$ cat config.mk
export PLATFORM = sky130hd
export DESIGN_NAME = inst_queue
export DESIGN_NICKNAME = d
export VERILOG_FILES = /design/src/rtl/npu_pkg.sv /design/src/rtl/sync_fifo.sv /design/src/rtl/inst_queue.sv
export SDC_FILE = /design/constraint.sdc
export NUM_CORES = 1
export LEC_CHECK = 0
export BUFFER_PORTS_ARGS = -buffer_cell sky130_fd_sc_hd__buf_2
export CAP_MARGIN = 40
export CORE_MARGIN = 5
export CORE_UTILIZATION = 59
export DETAILED_ROUTE_END_ITERATION = 12
export GPL_ROUTABILITY_DRIVEN = 1
export GPL_TIMING_DRIVEN = 0
export PLACE_DENSITY_LB_ADDON = 0.1
export SYNTH_ARGS = -nofsm -noshare
export SYNTH_HDL_FRONTEND = slang
export SYNTH_HIERARCHICAL = 1
export SYNTH_SLANG_ARGS = --single-unit
export TNS_END_PERCENT = 50
$ cat constraint.sdc
create_clock -name clk -period 4.98 [get_ports clk]
set_clock_uncertainty 0.15 [all_clocks]
set_input_delay 0.996 -clock clk [delete_from_list [all_inputs] [get_ports clk]]
set_output_delay 0.996 -clock clk [all_outputs]
set_load 0.02 [all_outputs]
$ cat src/rtl/npu_pkg.sv
// Shared NPU definitions: instruction word layout, instruction-queue state
// encoding and the host status word packer.
package npu_pkg;

  // Instruction word width and field positions.
  localparam int INST_W  = 32;
  localparam int OP_MSB  = 31;
  localparam int OP_LSB  = 30;
  localparam int FUN_MSB = 29;
  localparam int FUN_LSB = 25;
  localparam int ARG_MSB = 24;
  localparam int ARG_LSB = 0;

  // Width of the occupancy field inside the host status word.
  localparam int STATUS_CNT_W = 7;

  // Instruction queue occupancy states.
  typedef enum logic [1:0] {
    Q_EMPTY   = 2'd0,
    Q_PARTIAL = 2'd1,
    Q_FULL    = 2'd2
  } q_state_e;

  // Host status word: {overflow, full, empty, 22'b0, count[6:0]}.
  function automatic logic [31:0] pack_status(input logic                    ovf,
                                              input logic                    full,
                                              input logic                    empty,
                                              input logic [STATUS_CNT_W-1:0] cnt);
    return {ovf, full, empty, 22'b0, cnt};
  endfunction

endpackage

$ cat src/rtl/sync_fifo.sv
// Synchronous FIFO storage with wrapping pointers and a separate occupancy
// counter. Callers qualify push/pop: push only when space (or a same-cycle
// pop) exists, pop only when non-empty. clear discards every entry.
module sync_fifo #(
  parameter int DEPTH = 8,
  parameter int W     = 32
) (
  input  logic                     clk,
  input  logic                     rst,
  input  logic                     clear,
  input  logic                     push,
  input  logic                     pop,
  input  logic [W-1:0]             din,
  output logic [W-1:0]             dout,
  output logic [$clog2(DEPTH):0]   count
);

  localparam int AW = $clog2(DEPTH);
  localparam int CW = AW + 1;

  logic [W-1:0]  mem [DEPTH];
  logic [AW-1:0] wr_ptr;
  logic [AW-1:0] rd_ptr;

  // Storage write port.
  // NOTE: the data array carries no reset; occupancy alone decides which
  // entries are meaningful, so clearing the array would only cost logic.
  always_ff @(posedge clk) begin
    if (push) mem[wr_ptr] <= din;
  end

  // Pointers wrap modulo DEPTH (power of two); count tracks occupancy.
  // NOTE: state registers use non-blocking assignments so every flop samples
  // pre-edge values regardless of statement order.
  always_ff @(posedge clk or posedge rst) begin
    if (rst) begin
      wr_ptr <= '0;
      rd_ptr <= '0;
      count  <= '0;
    end else if (clear) begin
      wr_ptr <= '0;
      rd_ptr <= '0;
      count  <= '0;
    end else begin
      if (push) wr_ptr <= wr_ptr + AW'(1);
      if (pop)  rd_ptr <= rd_ptr + AW'(1);
      case ({push, pop})
        2'b10:   count <= count + CW'(1);
        2'b01:   count <= count - CW'(1);
        default: count <= count;
      endcase
    end
  end

  assign dout = mem[rd_ptr];

endmodule

$ cat src/rtl/inst_queue.sv
// Host-to-control-unit instruction queue. Wraps sync_fifo with push/pop
// qualification, flush, an EMPTY/PARTIAL/FULL control FSM and the host
// status word. Define INST_QUEUE_STATUS_EN to build the sticky overflow flag
// and the registered status word on f2h_io; otherwise f2h_io reads zero and
// writes to a full queue are still silently dropped.
module inst_queue
  import npu_pkg::*;
#(
  parameter int DEPTH = 8,
  parameter int W     = INST_W
) (
  input  logic                   clk,
  input  logic                   rst,
  input  logic [W-1:0]           h2f_io,
  input  logic                   h2f_write,
  input  logic                   flush,
  input  logic                   ovf_clr,
  output logic [W-1:0]           inst_data,
  output logic                   inst_valid,
  input  logic                   inst_ready,
  output logic [31:0]            f2h_io,
  output logic [$clog2(DEPTH):0] count
);

  localparam int CW = $clog2(DEPTH) + 1;
  localparam logic [CW-1:0] CNT_ONE     = CW'(1);
  localparam logic [CW-1:0] CNT_LAST_IN = CW'(DEPTH - 1);

  q_state_e      state_q;
  q_state_e      state_d;
  logic [W-1:0]  fifo_dout;
  logic          pop_fire;
  logic          push_ok;
  logic          push_fire;

  // A pop frees a slot in the same cycle, so a full queue still accepts a
  // write that coincides with a pop. Flush suppresses both sides.
  assign inst_valid = (count != '0);
  assign pop_fire   = inst_valid && inst_ready && !flush;
  assign push_ok    = (state_q != Q_FULL) || pop_fire;
  assign push_fire  = h2f_write && push_ok && !flush;

  // Head is gated to zero when empty, which also holds it at zero in reset.
  assign inst_data = inst_valid ? fifo_dout : '0;

  sync_fifo #(
    .DEPTH (DEPTH),
    .W     (W)
  ) u_fifo (
    .clk   (clk),
    .rst   (rst),
    .clear (flush),
    .push  (push_fire),
    .pop   (pop_fire),
    .din   (h2f_io),
    .dout  (fifo_dout),
    .count (count)
  );

  // Control state register.
  always_ff @(posedge clk or posedge rst) begin
    if (rst) state_q <= Q_EMPTY;
    else     state_q <= state_d;
  end

  // Next-state: only push-only or pop-only cycles move between states.
  // NOTE: state_d gets a default before any branch so no path leaves it
  // unassigned, which would otherwise infer a latch.
  always_comb begin
    state_d = state_q;
    if (flush) begin
      state_d = Q_EMPTY;
    end else if (push_fire && !pop_fire) begin
      if (state_q == Q_EMPTY)         state_d = Q_PARTIAL;
      else if (count == CNT_LAST_IN)  state_d = Q_FULL;
    end else if (pop_fire && !push_fire) begin
      if (state_q == Q_FULL)          state_d = Q_PARTIAL;
      else if (count == CNT_ONE)      state_d = Q_EMPTY;
    end
  end

`ifdef INST_QUEUE_STATUS_EN
  logic overflow;
  logic drop;

  // A write the queue cannot take; a flushed write is discarded, not dropped.
  assign drop = h2f_write && !push_ok && !flush;

  // Sticky overflow flag; a same-cycle drop beats the clear.
  always_ff @(posedge clk or posedge rst) begin
    if (rst)          overflow <= 1'b0;
    else if (drop)    overflow <= 1'b1;
    else if (ovf_clr) overflow <= 1'b0;
  end

  // Status word, registered so it trails the queue state by one cycle.
  always_ff @(posedge clk or posedge rst) begin
    if (rst) f2h_io <= pack_status(1'b0, 1'b0, 1'b1, '0);
    else     f2h_io <= pack_status(overflow, state_q == Q_FULL,
                                   state_q == Q_EMPTY, STATUS_CNT_W'(count));
  end
`else
  logic unused_status;
  assign unused_status = ovf_clr;
  assign f2h_io        = 32'h0;
`endif

endmodule

# Word level (Yosys, flattened, before mapping)
# Memories as Yosys holds them, arrays and structs flattened.
# Index checks and enable logic that the tools add are counted.
# classes
div	0
order_cmp	0
mul	0
eq_ne	7
add_sub_neg	4
muxes	16
bitwise	0
n_reduce_logical	18
n_shift	0
# ops
op	count
$mux W32	1
$mux W2	7
$mux W3	4
$pmux W4 S2	1
$reduce_bool A4 Y1	2
$add A3 B1 Y3 const B	2
$logic_and A1 B1 Y1	6
$reduce_bool A3 Y1	2
$add A4 B1 Y4 const B	1
$eq A2 B2 Y1 const B	2
$eq A4 B1 Y1 const B	1
$eq A4 B3 Y1 const B	1
$mux W4	1
$ne A4 B2 Y1 const B	1
$reduce_bool A2 Y1	2
$sub A4 B1 Y4 const B	1
$logic_not A1 Y1	3
$reduce_and A3 Y1	1
$eq A2 B1 Y1 const B	1
$logic_not A2 Y1	1
$mux W1	2
$ne A2 B2 Y1 const B	1
$logic_or A1 B1 Y1	1
# word_totals
mem_bits_ro	0
ramBits	256
out_inout_bits	69
inputBits	38
register_bits	12
latch_bits	0
n_memories	1
# memory_table
memory	words	width	read_ports	rd_ports_with_merged_regs	wr	line_no	text
u_fifo.mem	8	32	1	0	1	sync_fifo.sv:21	logic [W-1:0] mem [DEPTH];

# Longest topological paths before layout
# Gate-level depths: netlist of run 1.
# logic_depth
word_depth	11
depth_mapped	10
depth_no_buf	9

# Cells and area by module
# Netlist of run 1, hierarchy kept.
# by_module_without_submodules
mod	area_per_inst_um2	n_inst	cells_each	seq_area_each_um2
sync_fifo	10361.2	1	442	7937.6
inst_queue	666.9	1	92	50.0

# Least setup slack after synthesis of run 1
# OpenSTA, ideal clock, no wires.
# synth_path
kind	input to register
start	in inst_ready
end	mem u_fifo.mem[0][0] (enable)
setup_slack_ps	338
arrival_ps	4031
path_buffers	1
setup_time_ps	461
required_time_ps	4369
path_stages	6
cell_sequence	o41ai_2 > nand2b_1 > and3_1 > buf_1 > nand2b_1 > nor3_1
# synth_between
elab_chain_len	7
# synth_lines
element	line_no	text
start, declared	inst_queue.sv:20	input logic inst_ready,
$logic_and A1 B1 Y1 (2 in series)	inst_queue.sv:39	assign pop_fire = inst_valid && inst_ready && !flush;
$logic_or A1 B1 Y1	inst_queue.sv:40	assign push_ok = (state_q != Q_FULL) || pop_fire;
$logic_and A1 B1 Y1 (2 in series)	inst_queue.sv:41	assign push_fire = h2f_write && push_ok && !flush;
named net push_fire	inst_queue.sv:34	logic push_fire;
$mux W1	sync_fifo.sv:29	if (push) mem[wr_ptr] <= din;
$mux W1 (implied by the code)	sync_fifo.sv:29	
end, declared	sync_fifo.sv:21	
# The timed path passes the listed nets, and every way through them passes these cells.

# Worst setup path after layout of run 1
# layout_path
start	reg u_fifo.count[0]
end	out inst_data[23]
# layout_between
elab_chain_len	2
# layout_lines
element	line_no	text
start, declared	sync_fifo.sv:15	output logic [$clog2(DEPTH):0] count
start signal, assigned	sync_fifo.sv:48	2'b10: count <= count + CW'(1);
start signal, assigned	sync_fifo.sv:49	2'b01: count <= count - CW'(1);
start signal, assigned	sync_fifo.sv:50	default: count <= count;
$reduce_bool A4 Y1	inst_queue.sv:38	assign inst_valid = (count != '0);
$mux W32	inst_queue.sv:44	assign inst_data = inst_valid ? fifo_dout : '0;
end, declared	inst_queue.sv:18	output logic [W-1:0] inst_data,
# No other way between the ends.

==> results of run 1 <==
## worst max-delay path by stage
stage	start	end	slack (ns)
after floorplan	inst_ready	u_fifo/mem[0][0]$_DFFE_PP_	0.34
after global routing	u_fifo/count[0]$_DFFE_PP0P_	inst_data[23]	0.70
after detailed placement	flush	u_fifo/mem[0][25]$_DFFE_PP_	1.35
final	u_fifo/count[0]$_DFFE_PP0P_	inst_data[23]	0.85
after CTS	u_fifo/count[0]$_DFFE_PP0P_	inst_data[23]	0.81
after global placement	inst_ready	u_fifo/mem[0][27]$_DFFE_PP_	-2.10
## critical path, delay by kind of cell, from the launching register on
kind                   cells  cell delay, ns
buffers and inverters      3            1.07
flip-flops                 1            0.49
AND/OR/NAND/NOR            2            0.91
## cell families after synthesis
kind of cell,after synthesis,share of synthesized area
AND/OR/NAND/NOR,77,0.0396
adder cells (fa/ha/maj),4,0.00454
buffers and inverters,63,0.0396
other,1,0.000340
XOR/XNOR,7,0.00556
multiplexers,99,0.175
AO/OA/AOI/OAI,15,0.0115
flip-flops,268,0.724
## power by group through the flow
| stage | sequential [mW] | clock, mW | combinational, mW |
|---|---|---|---|
| 2_1_floorplan | 2.57 | 0 | 0.412 |
| 3_3_place_gp | 2.56 | 0 | 0.592 |
| 3_5_place_dp | 2.56 | 0 | 0.618 |
| 4_1_cts | 2.52 | 1.89 | 0.621 |
| 5_1_grt | 2.52 | 1.99 | 0.660 |
| 6_report | 2.52 | 1.85 | 0.614 |
## cells in the mapped netlist, types with 4 or more instances
master	number	area [um2]
mux4_2	39	878
nor3_1	4	20.0
xor2_1	5	43.8
dfrtp_1	12	300
nand2b_1	8	50.1
inv_1	7	26.3
mux4_1	25	657
buf_4	32	240
buf_2	8	40.0
nor2_1	15	56.3
ha_1	4	50.1
clkbuf_1	9	33.8
mux2_2	32	360
edfxtp_1	256	7690
nor2b_1	33	206
nand2_1	5	18.8
## sequential cells by signal, indices dropped and copies added, names as in the netlist
signal and cells:
u_fifo/mem 256, state_q 2, u_fifo/wr_ptr 3, u_fifo/rd_ptr 3
u_fifo/count 4
## final cells by class
class                   count  area share
clock buffers              33      0.0541
flip-flops and latches    268       0.619
multi-input cells         234       0.215
clock inverters            14     0.00864
well taps                 234      0.0227
repair buffers             89      0.0460
plain buffers              56      0.0318
inverters                   7     0.00204
## cell usage in the layout (no fill, tap or decap), types with 2 or more instances in the layout
master	count
edfxtp_1	256
buf_2	81
buf_4	39
mux4_2	39
nor2b_1	33
conb_1	32
mux2_2	32
clkbuf_16	27
mux4_1	25
clkbuf_1	15
dfrtp_1	12
nor2_1	9
nand2b_1	8
inv_1	7
clkinv_1	7
nor2_4	6
nand2_1	5
clkinv_2	5
xor2_1	5
buf_12	5
buf_6	4
ha_1	4
nand3_1	3
a21oi_1	3
mux2i_1	3
buf_16	3
nand4b_1	2
a31oi_1	2
bufinv_16	2
nor3_1	2
xnor2_1	2
buf_8	2
nor3_2	2
## through the flow
step / total power, mW / setup TNS [ns] / std cells / util
global placement: 3.16 / -199.80 / 872 / 0.635
floorplan: 2.98 / 0 / 565 / -
global route: 5.17 / 0 / 935 / 0.694
finish: 4.98 / 0 / 935 / 0.694
CTS: 5.03 / 0 / 935 / 0.694
detailed placement: 3.18 / 0 / 888 / 0.650
## layer usage
layer	vias to the layer above	global-route usage	routed length, um
met5	-	0	7
met4	2	0.0466	335
met3	25	0.0355	1220
met2	162	0.339	10900
met1	2787	0.269	8700
li1	2404	-	-
==> flow_metrics.env, run 1 <==
export IMPL_status="finished, final reports clean"
export IMPL_routedWlPerCell_um=22.6
export IMPL_cap_violations=0
export IMPL_drv_slew=0
export IMPL_required_ns=3.83
export IMPL_dp_hpwl_um=13600
export IMPL_reg2reg_depth=10
export IMPL_hold_viol=0
export IMPL_ys_seq_area_frac=0.724
export IMPL_vias=5380
export IMPL_ys_ff_latch=268
export IMPL_startpoint_type="register"
export IMPL_nFillCells=1165
export IMPL_seqPwrFrac=0.505
export IMPL_worst_path_max_fanout=10
export IMPL_drt_iter0_drc=381
export IMPL_wirelength_um=21100
export IMPL_dieHeight_um=147
export IMPL_postCtsSetupBuffers=0
export IMPL_critPathKind="register to output port"
export IMPL_nets=724
export IMPL_antenna_cells_inserted=0
export IMPL_timing_slew_headroom=0.473
export IMPL_io_buffer_count=73
export IMPL_synth_distinct_cells=44
export IMPL_place_ws_ns=1.35
export IMPL_path_cells="nor4_1 > clkdlybuf4s18_2 > clkbuf_1 > nor2b_1 > buf_2"
export IMPL_place_congestion=0.736
export IMPL_p_leak_nw=4.52
export IMPL_yosys_warnings=6
export IMPL_cts_sinks=268
export IMPL_grt_total_usage=0.198
export IMPL_internal_power_mw=3.84
export IMPL_fp_dieArea_um2=21500
export IMPL_p_clk_frac=0.372
export IMPL_antenna_found_initial=1
export IMPL_grt_pass1_wl_um=32300
export IMPL_holdWs_ns=0.187
export IMPL_endpoint_kind="output port"
export IMPL_tightest_slew_ns=0.784
export IMPL_power_density_nw_per_um2=387
export IMPL_crit_arrival_ns=2.98
export IMPL_rows=50
export IMPL_synth_cells=534
export IMPL_fp_dieW_um=147
export IMPL_async_flop_share=0.0448
export IMPL_slowest_stage="nor4_1"
export IMPL_clk_pin_slew_ns=0.06
export IMPL_p_sw_mw=1.14
export IMPL_grt_start_max_net_pins=22
export IMPL_multi_input_area_um2=2780
export IMPL_syn_cell_area_um2=11000
export IMPL_r2r_start="u_fifo/count[0]$_DFFE_PP0P_"
export IMPL_switching_share=0.229
export IMPL_drive_gt1_frac=0.359
export IMPL_fin_crit_ns=4.13
export IMPL_synth_edf_count=256
export IMPL_overflow=0
export IMPL_cts_made_buffers=26
export IMPL_timing_final_ws_setup_ns=0.854
export IMPL_ff2ff_setup_slack_ns=1.79
export IMPL_io_pins=107
export IMPL_p_comb_frac=0.123
export IMPL_grt_pass1_vias=5644
export IMPL_viasPerCell=5.75
export IMPL_remaining_drc_errors=0
export IMPL_synthFlopType="edfxtp_1"
export IMPL_htreeDepth=1
export IMPL_hold_path_class="input port to async pin"
export IMPL_setup_violations=0
export IMPL_seq_area_um2=7990
export IMPL_drt_pass1_iter_count=5
export IMPL_core_area_um2=18600
export IMPL_place_area_um2=12100
export IMPL_final_cell_area_um2=12900
export IMPL_r2r_end="u_fifo/count[3]$_DFFE_PP0P_"
export IMPL_peakVddDrop_uv=312
export IMPL_post_cts_resized=0
export IMPL_ant_nets=0
export IMPL_start_util=0.594
export IMPL_clockBufferDepth=3
export IMPL_fmax_mhz=242
export IMPL_min_period_over_period=0.829
export IMPL_ctsHoldBuffers=0
export IMPL_postSynthAreaPerCell_um2=20.7
export IMPL_root_buffer="clkbuf_16"
export IMPL_rsz0062_at_grt="no"
export IMPL_area_growth_pct=16.9
export IMPL_cts_tree="built"
export IMPL_cpPeakStageDelay_ns=0.74
export IMPL_clk_latency_ns=0.51
(Power assumes the default switching activity.)
==> run 2, diff against run 1 <==
==> constraint.sdc (replaced) <==
create_clock -name clk -period 4.05 [get_ports clk]
set_clock_uncertainty 0.15 [all_clocks]
set_input_delay 0.81 -clock clk [delete_from_list [all_inputs] [get_ports clk]]
set_output_delay 0.81 -clock clk [all_outputs]
set_load 0.02 [all_outputs]
==> run 2 against run 1 <==
Sequential share of layout area decreased by 0.41 points. Clock-buffer cell count fell by 3. Register-to-register slack lost 1.2 ns. First-iteration DRC count decreased by 12%. Worst hold slack improved by 0.22 ns. Combinational power is 22% higher. Worst setup slack got worse by 0.58 ns. Sequential cell count unchanged. Non-clock buffer count fell by 2. Routed wire length shrank 0.23%. Core utilization up 0.46 points. Via count is 0.91% lower. Largest power group unchanged.
==> flow_metrics.env, run 2 (synthesis results as in run 1) <==
export IMPL_vias=5331
export IMPL_min_to="u_fifo/mem[6][12]$_DFFE_PP_"
export IMPL_viasPerCell=5.71
export IMPL_antenna_found_initial=0
export IMPL_root_buffer="clkbuf_16"
export IMPL_wl_met1_um=8640
export IMPL_total_power_mw=6.33
export IMPL_start_util=0.594
export IMPL_critPathKind="register to output port"
export IMPL_timing_slew_headroom=0.454
export IMPL_overflow=0
export IMPL_holdWs_ns=0.409
export IMPL_antenna_cells_inserted=0
export IMPL_tightest_slew_ns=0.816
export IMPL_htreeDepth=1
export IMPL_postCtsSetupBuffers=0
export IMPL_p_comb_frac=0.118
export IMPL_switching_share=0.223
export IMPL_seqPwrFrac=0.489
export IMPL_remaining_drc_errors=0
export IMPL_ant_nets=0
export IMPL_r2r_end="u_fifo/mem[1][20]$_DFFE_PP_"
export IMPL_required_ns=3.09
export IMPL_min_period_over_period=0.933
export IMPL_hold_path_class="input port to register"
export IMPL_dieHeight_um=147
export IMPL_grt_pass1_wl_um=33000
export IMPL_route_met2_wl_um=11100
export IMPL_io_pins=107
export IMPL_core_area_um2=18600
export IMPL_clk_latency_ns=0.52
export IMPL_rows=50
export IMPL_ff2ff_setup_slack_ns=0.60
export IMPL_rsz0062_at_grt="no"
export IMPL_r2r_start="u_fifo/count[1]$_DFFE_PP0P_"
export IMPL_area_growth_pct=17.7
export IMPL_setup_violations=0
export IMPL_fp_dieArea_um2=21500
export IMPL_reg2reg_depth=9
export IMPL_drive_gt1_frac=0.363
export IMPL_grt_pass1_vias=5719
export IMPL_cts_made_buffers=26
export IMPL_timing_final_ws_setup_ns=0.272
export IMPL_drv_slew=0
export IMPL_highest_layer="met4"
export IMPL_peakVddDrop_uv=360
export IMPL_largest_reg_flops=256
export IMPL_grt_total_usage=0.200
export IMPL_drt_iter0_drc=336
export IMPL_grt_start_max_net_pins=21
export IMPL_fmax_mhz=265
export IMPL_hold_viol=0
export IMPL_worst_path_max_fanout=10
export IMPL_cts_tree="built"
export IMPL_routedWlPerCell_um=22.6
export IMPL_dr_wl_met3_um=1080
export IMPL_cap_violations=0
export IMPL_io_buffer_count=73
export IMPL_place_congestion=0.734
export IMPL_crit_arrival_ns=2.82
export IMPL_startpoint_type="register"
export IMPL_wirelength_um=21100
export IMPL_status="finished, final reports clean"
export IMPL_p_leak_nw=4.55
export IMPL_nets=722
export IMPL_layout_commonest_cell="edfxtp_1"
export IMPL_clk_pin_slew_ns=0.06
export IMPL_post_cts_resized=0
export IMPL_place_ws_ns=0.288
export IMPL_top_register="u_fifo/mem"
export IMPL_setup_tns_ns=0
export IMPL_fin_crit_ns=3.78
export IMPL_p_sw_mw=1.41
export IMPL_fp_dieW_um=147
export IMPL_internal_power_mw=4.91
export IMPL_reg_top3="u_fifo/mem x256, u_fifo/count x4"
export IMPL_endpoint_kind="output port"
export IMPL_power_density_nw_per_um2=487
export IMPL_clockBufferDepth=3
export IMPL_min_from="h2f_io[12]"
export IMPL_final_cell_mix="256 x edfxtp_1, 82 x buf_2, 39 x mux4_2, 34 x buf_4, 33 x nor2b_1"
export IMPL_dp_hpwl_um=13300
export IMPL_p_clk_frac=0.392
export IMPL_cts_sinks=268
export IMPL_hold_depth=1
export IMPL_drt_pass1_iter_count=4
==> run 2: cell count changes in the layout (fill, tap and decap cells not counted) <==
cell,delta
nor3_2,-1
dlygate4sd3_1,+1
clkinv_2,+2
bufinv_16,+3
buf_8,+2
buf_2,+1
clkinv_1,-2
clkbuf_1,-3
clkdlybuf4s18_2,-1
nor3_4,+1
buf_4,-5
==> run 2: worst max-delay path by stage <==
stage,start,to,slack (ns),depth (start not counted)
2_1_floorplan,inst_ready,u_fifo/mem[1][0]$_DFFE_PP_,-0.39,6
3_3_place_gp,inst_ready,u_fifo/mem[1][17]$_DFFE_PP_,-2.78,7
3_5_place_dp,inst_ready,u_fifo/mem[1][17]$_DFFE_PP_,0.29,10
4_1_cts,u_fifo/count[0]$_DFFE_PP0P_,inst_data[19],0.21,5
5_1_grt,u_fifo/count[0]$_DFFE_PP0P_,inst_data[19],0.11,5
6_report,u_fifo/count[0]$_DFFE_PP0P_,inst_data[19],0.27,5
==> run 2: routing by layer <==
layer,vias to the layer above,track usage
li1,2408,-
met4,0,0.0456
met2,140,0.347
met1,2757,0.270
met5,-,0
met3,26,0.0342
==> run 2: area by class of cell <==
class / instances / area (um2)
buffer: 56 / 410
clock buffer: 30 / 687
clock inverter: 17 / 204
fill: 1204 / 5600
inverter: 7 / 26.3
multi-input combinational: 234 / 2780
sequential: 268 / 7990
tap: 234 / 293
timing repair buffer: 87 / 591
==> run 2: repair_timing <==
item                                   CTS  global route
endpoints found under the hold margin    2             0
setup endpoints to repair                0             0
hold buffers                             1             0
==> run 2: power groups by stage <==
stage / logic (mW) / clock network [mW] / registers, mW
after floorplan: 0.506 / 0 / 3.16
after global placement: 0.727 / 0 / 3.15
after detailed placement: 0.753 / 0 / 3.15
after CTS: 0.758 / 2.53 / 3.10
after global routing: 0.804 / 2.66 / 3.10
final: 0.748 / 2.48 / 3.10
==> run 2: critical path, cell delays in order, from the launching register on <==
cell and delay, ns:
dfrtp_1 0.49, nor4_1 0.64, buf_2 0.27, clkbuf_1 0.53
nor2b_1 0.16, buf_2 0.20
==> run 2: stage by stage <==
| stage | cells | utilization | area (um2) |
|---|---|---|---|
| final | 933 | 0.699 | 13000 |
| after CTS | 933 | 0.699 | 13000 |
| after floorplan | 565 | - | 11100 |
| after detailed placement | 885 | 0.650 | 12100 |
| after global placement | 872 | 0.635 | 11800 |
| after global routing | 933 | 0.699 | 13000 |
==> run 3, diff against run 2 <==
--- a/config.mk
+++ b/config.mk
@@ -8,7 +8,8 @@
 export BUFFER_PORTS_ARGS = -buffer_cell sky130_fd_sc_hd__buf_2
 export CAP_MARGIN = 40
 export CORE_MARGIN = 5
-export CORE_UTILIZATION = 59
+export CORE_UTILIZATION = 45
+export CTS_CLUSTER_SIZE = 28
 export DETAILED_ROUTE_END_ITERATION = 12
 export GPL_ROUTABILITY_DRIVEN = 1
 export GPL_TIMING_DRIVEN = 0
==> run 3 against run 2 <==
Core utilization down 15 points. Total power up 4.5%. Via count up 0.36%. Cell count up 10%. Clock power up 11%. Worst setup slack better by 0.029 ns. Routed wire length up 4.8%. Register-to-register slack about the same. Non-clock buffer count up 1. Sequential power about the same. Combinational power up 2%. Die area up 29%.
==> flow_metrics.env, run 3 (synthesis results as in run 1) <==
export IMPL_start_util=0.455
export IMPL_timing_slew_headroom=0.464
export IMPL_antenna_found_initial=0
export IMPL_ctsHoldBuffers=1
export IMPL_place_ws_ns=0.296
export IMPL_fmax_mhz=267
export IMPL_postCtsSetupBuffers=0
export IMPL_core_area_um2=24200
export IMPL_timing_final_ws_setup_ns=0.301
export IMPL_startpoint_type="register"
export IMPL_placed_cells=976
export IMPL_antenna_cells_inserted=0
export IMPL_io_buffer_count=73
export IMPL_worst_path_max_fanout=10
export IMPL_final_cell_mix="256 x edfxtp_1, 81 x buf_2, 39 x mux4_2, 35 x buf_4, 33 x nor2b_1"
export IMPL_drv_slew=0
export IMPL_cts_made_buffers=28
export IMPL_place_congestion=0.716
export IMPL_crit_arrival_ns=2.79
export IMPL_cts_tree="built"
export IMPL_grt_total_usage=0.157
export IMPL_cap_violations=0
export IMPL_wirelength_um=22100
export IMPL_status="finished, final reports clean"
export IMPL_tightest_slew_ns=0.800
export IMPL_top_register="u_fifo/mem"
export IMPL_hold_path_class="register to register"
export IMPL_cts_sinks=268
export IMPL_remaining_drc_errors=0
export IMPL_io_pins=107
export IMPL_grt_start_max_net_pins=20
export IMPL_nets=725
export IMPL_hold_viol=0
export IMPL_reg_top3="u_fifo/mem x256, u_fifo/count x4"
export IMPL_endpoint_kind="output port"
export IMPL_holdWs_ns=0.397
export IMPL_htreeDepth=1
export IMPL_post_cts_resized=0
export IMPL_clk_latency_ns=0.53
export IMPL_grt_pass1_wl_um=33800
export IMPL_dieHeight_um=167
export IMPL_root_buffer="clkbuf_16"
export IMPL_fp_dieW_um=167
export IMPL_critPathKind="register to output port"
export IMPL_grt_pass1_vias=5663
export IMPL_rsz0062_at_grt="no"
export IMPL_fin_crit_ns=3.75
export IMPL_fp_dieArea_um2=27700
export IMPL_final_cells=1029
export IMPL_drt_pass1_iter_count=4
export IMPL_drt_iter0_drc=299
export IMPL_setup_violations=0
export IMPL_ant_nets=0
export IMPL_min_period_over_period=0.926
export IMPL_p_leak_nw=4.62
export IMPL_overflow=0
export IMPL_required_ns=3.09
export IMPL_viasPerCell=5.20
export IMPL_peakVddDrop_uv=399
export IMPL_clk_pin_slew_ns=0.06
export IMPL_area_growth_pct=20.1
export IMPL_layout_commonest_cell="edfxtp_1"
export IMPL_power_density_nw_per_um2=499
export IMPL_vias=5350
export IMPL_drive_gt1_frac=0.377
export IMPL_rows=57
export IMPL_routedWlPerCell_um=21.5
export IMPL_dp_hpwl_um=13900
export IMPL_largest_reg_flops=256
export IMPL_clockBufferDepth=3
==> run 3: area by class of cell <==
type / count / area, um2
fillers: 1923 / 11000
flip-flops and latches: 268 / 7990
multi-input cells: 234 / 2790
clock buffers: 34 / 764
repair buffers: 88 / 602
plain buffers: 56 / 410
well taps: 324 / 405
clock inverters: 18 / 256
inverters: 7 / 26.3
==> run 3: routing by layer <==
metal	global-route usage	wire, um	vias to the layer above	share of wire
li1	-	-	2413	-
met2	0.263	11000	154	0.50
met3	0.0289	1330	29	0.060
met4	0.0349	328	0	0.015
met1	0.219	9450	2754	0.43
met5	0	0	-	0
==> run 3: worst max-delay path: stages (launching register included) <==
cell	delay, ns
dfrtp_1	0.36
clkbuf_1	0.48
buf_2	0.44
mux4_2	0.36
mux2_2	0.27
nor2b_1	0.14
buf_2	0.20
==> run 3: stage by stage <==
step / power (mW) / utilization / area, um2 / setup TNS [ns]
after global routing: 6.88 / 0.546 / 13200 / 0
after global placement: 3.89 / 0.492 / 11900 / -383.90
final: 6.61 / 0.546 / 13200 / 0
after detailed placement: 3.93 / 0.504 / 12200 / 0
after floorplan: 3.66 / - / 11100 / -12.35
after CTS: 6.70 / 0.546 / 13200 / 0
==> run 3: path summary, 6_finish.rpt <==
kind	from	endpoint	slack [ns]	cells past startpoint
max	u_fifo/rd_ptr[1]$_DFFE_PP0P_	inst_data[9]	0.30	6
min	state_q[1]$_DFFE_PP0P_	state_q[1]$_DFFE_PP0P_	0.40	1
max reg2reg	u_fifo/count[1]$_DFFE_PP0P_	u_fifo/mem[1][28]$_DFFE_PP_	0.59	8
min reg2reg	state_q[1]$_DFFE_PP0P_	state_q[1]$_DFFE_PP0P_	0.40	1
max in group asynchronous	rst	u_fifo/rd_ptr[2]$_DFFE_PP0P_	2.78	3
min in group asynchronous	rst	state_q[0]$_DFFE_PP0P_	0.54	3
==> run 3: power by group <==
part | switching [mW] | total [mW] | leakage [nW] | internal (mW)
Combinational | 0.441 | 0.763 | 1.63 | 0.323
Sequential | 0.0251 | 3.10 | 2.48 | 3.07
Clock | 1.02 | 2.75 | 0.506 | 1.73
Total | 1.48 | 6.61 | 4.62 | 5.13
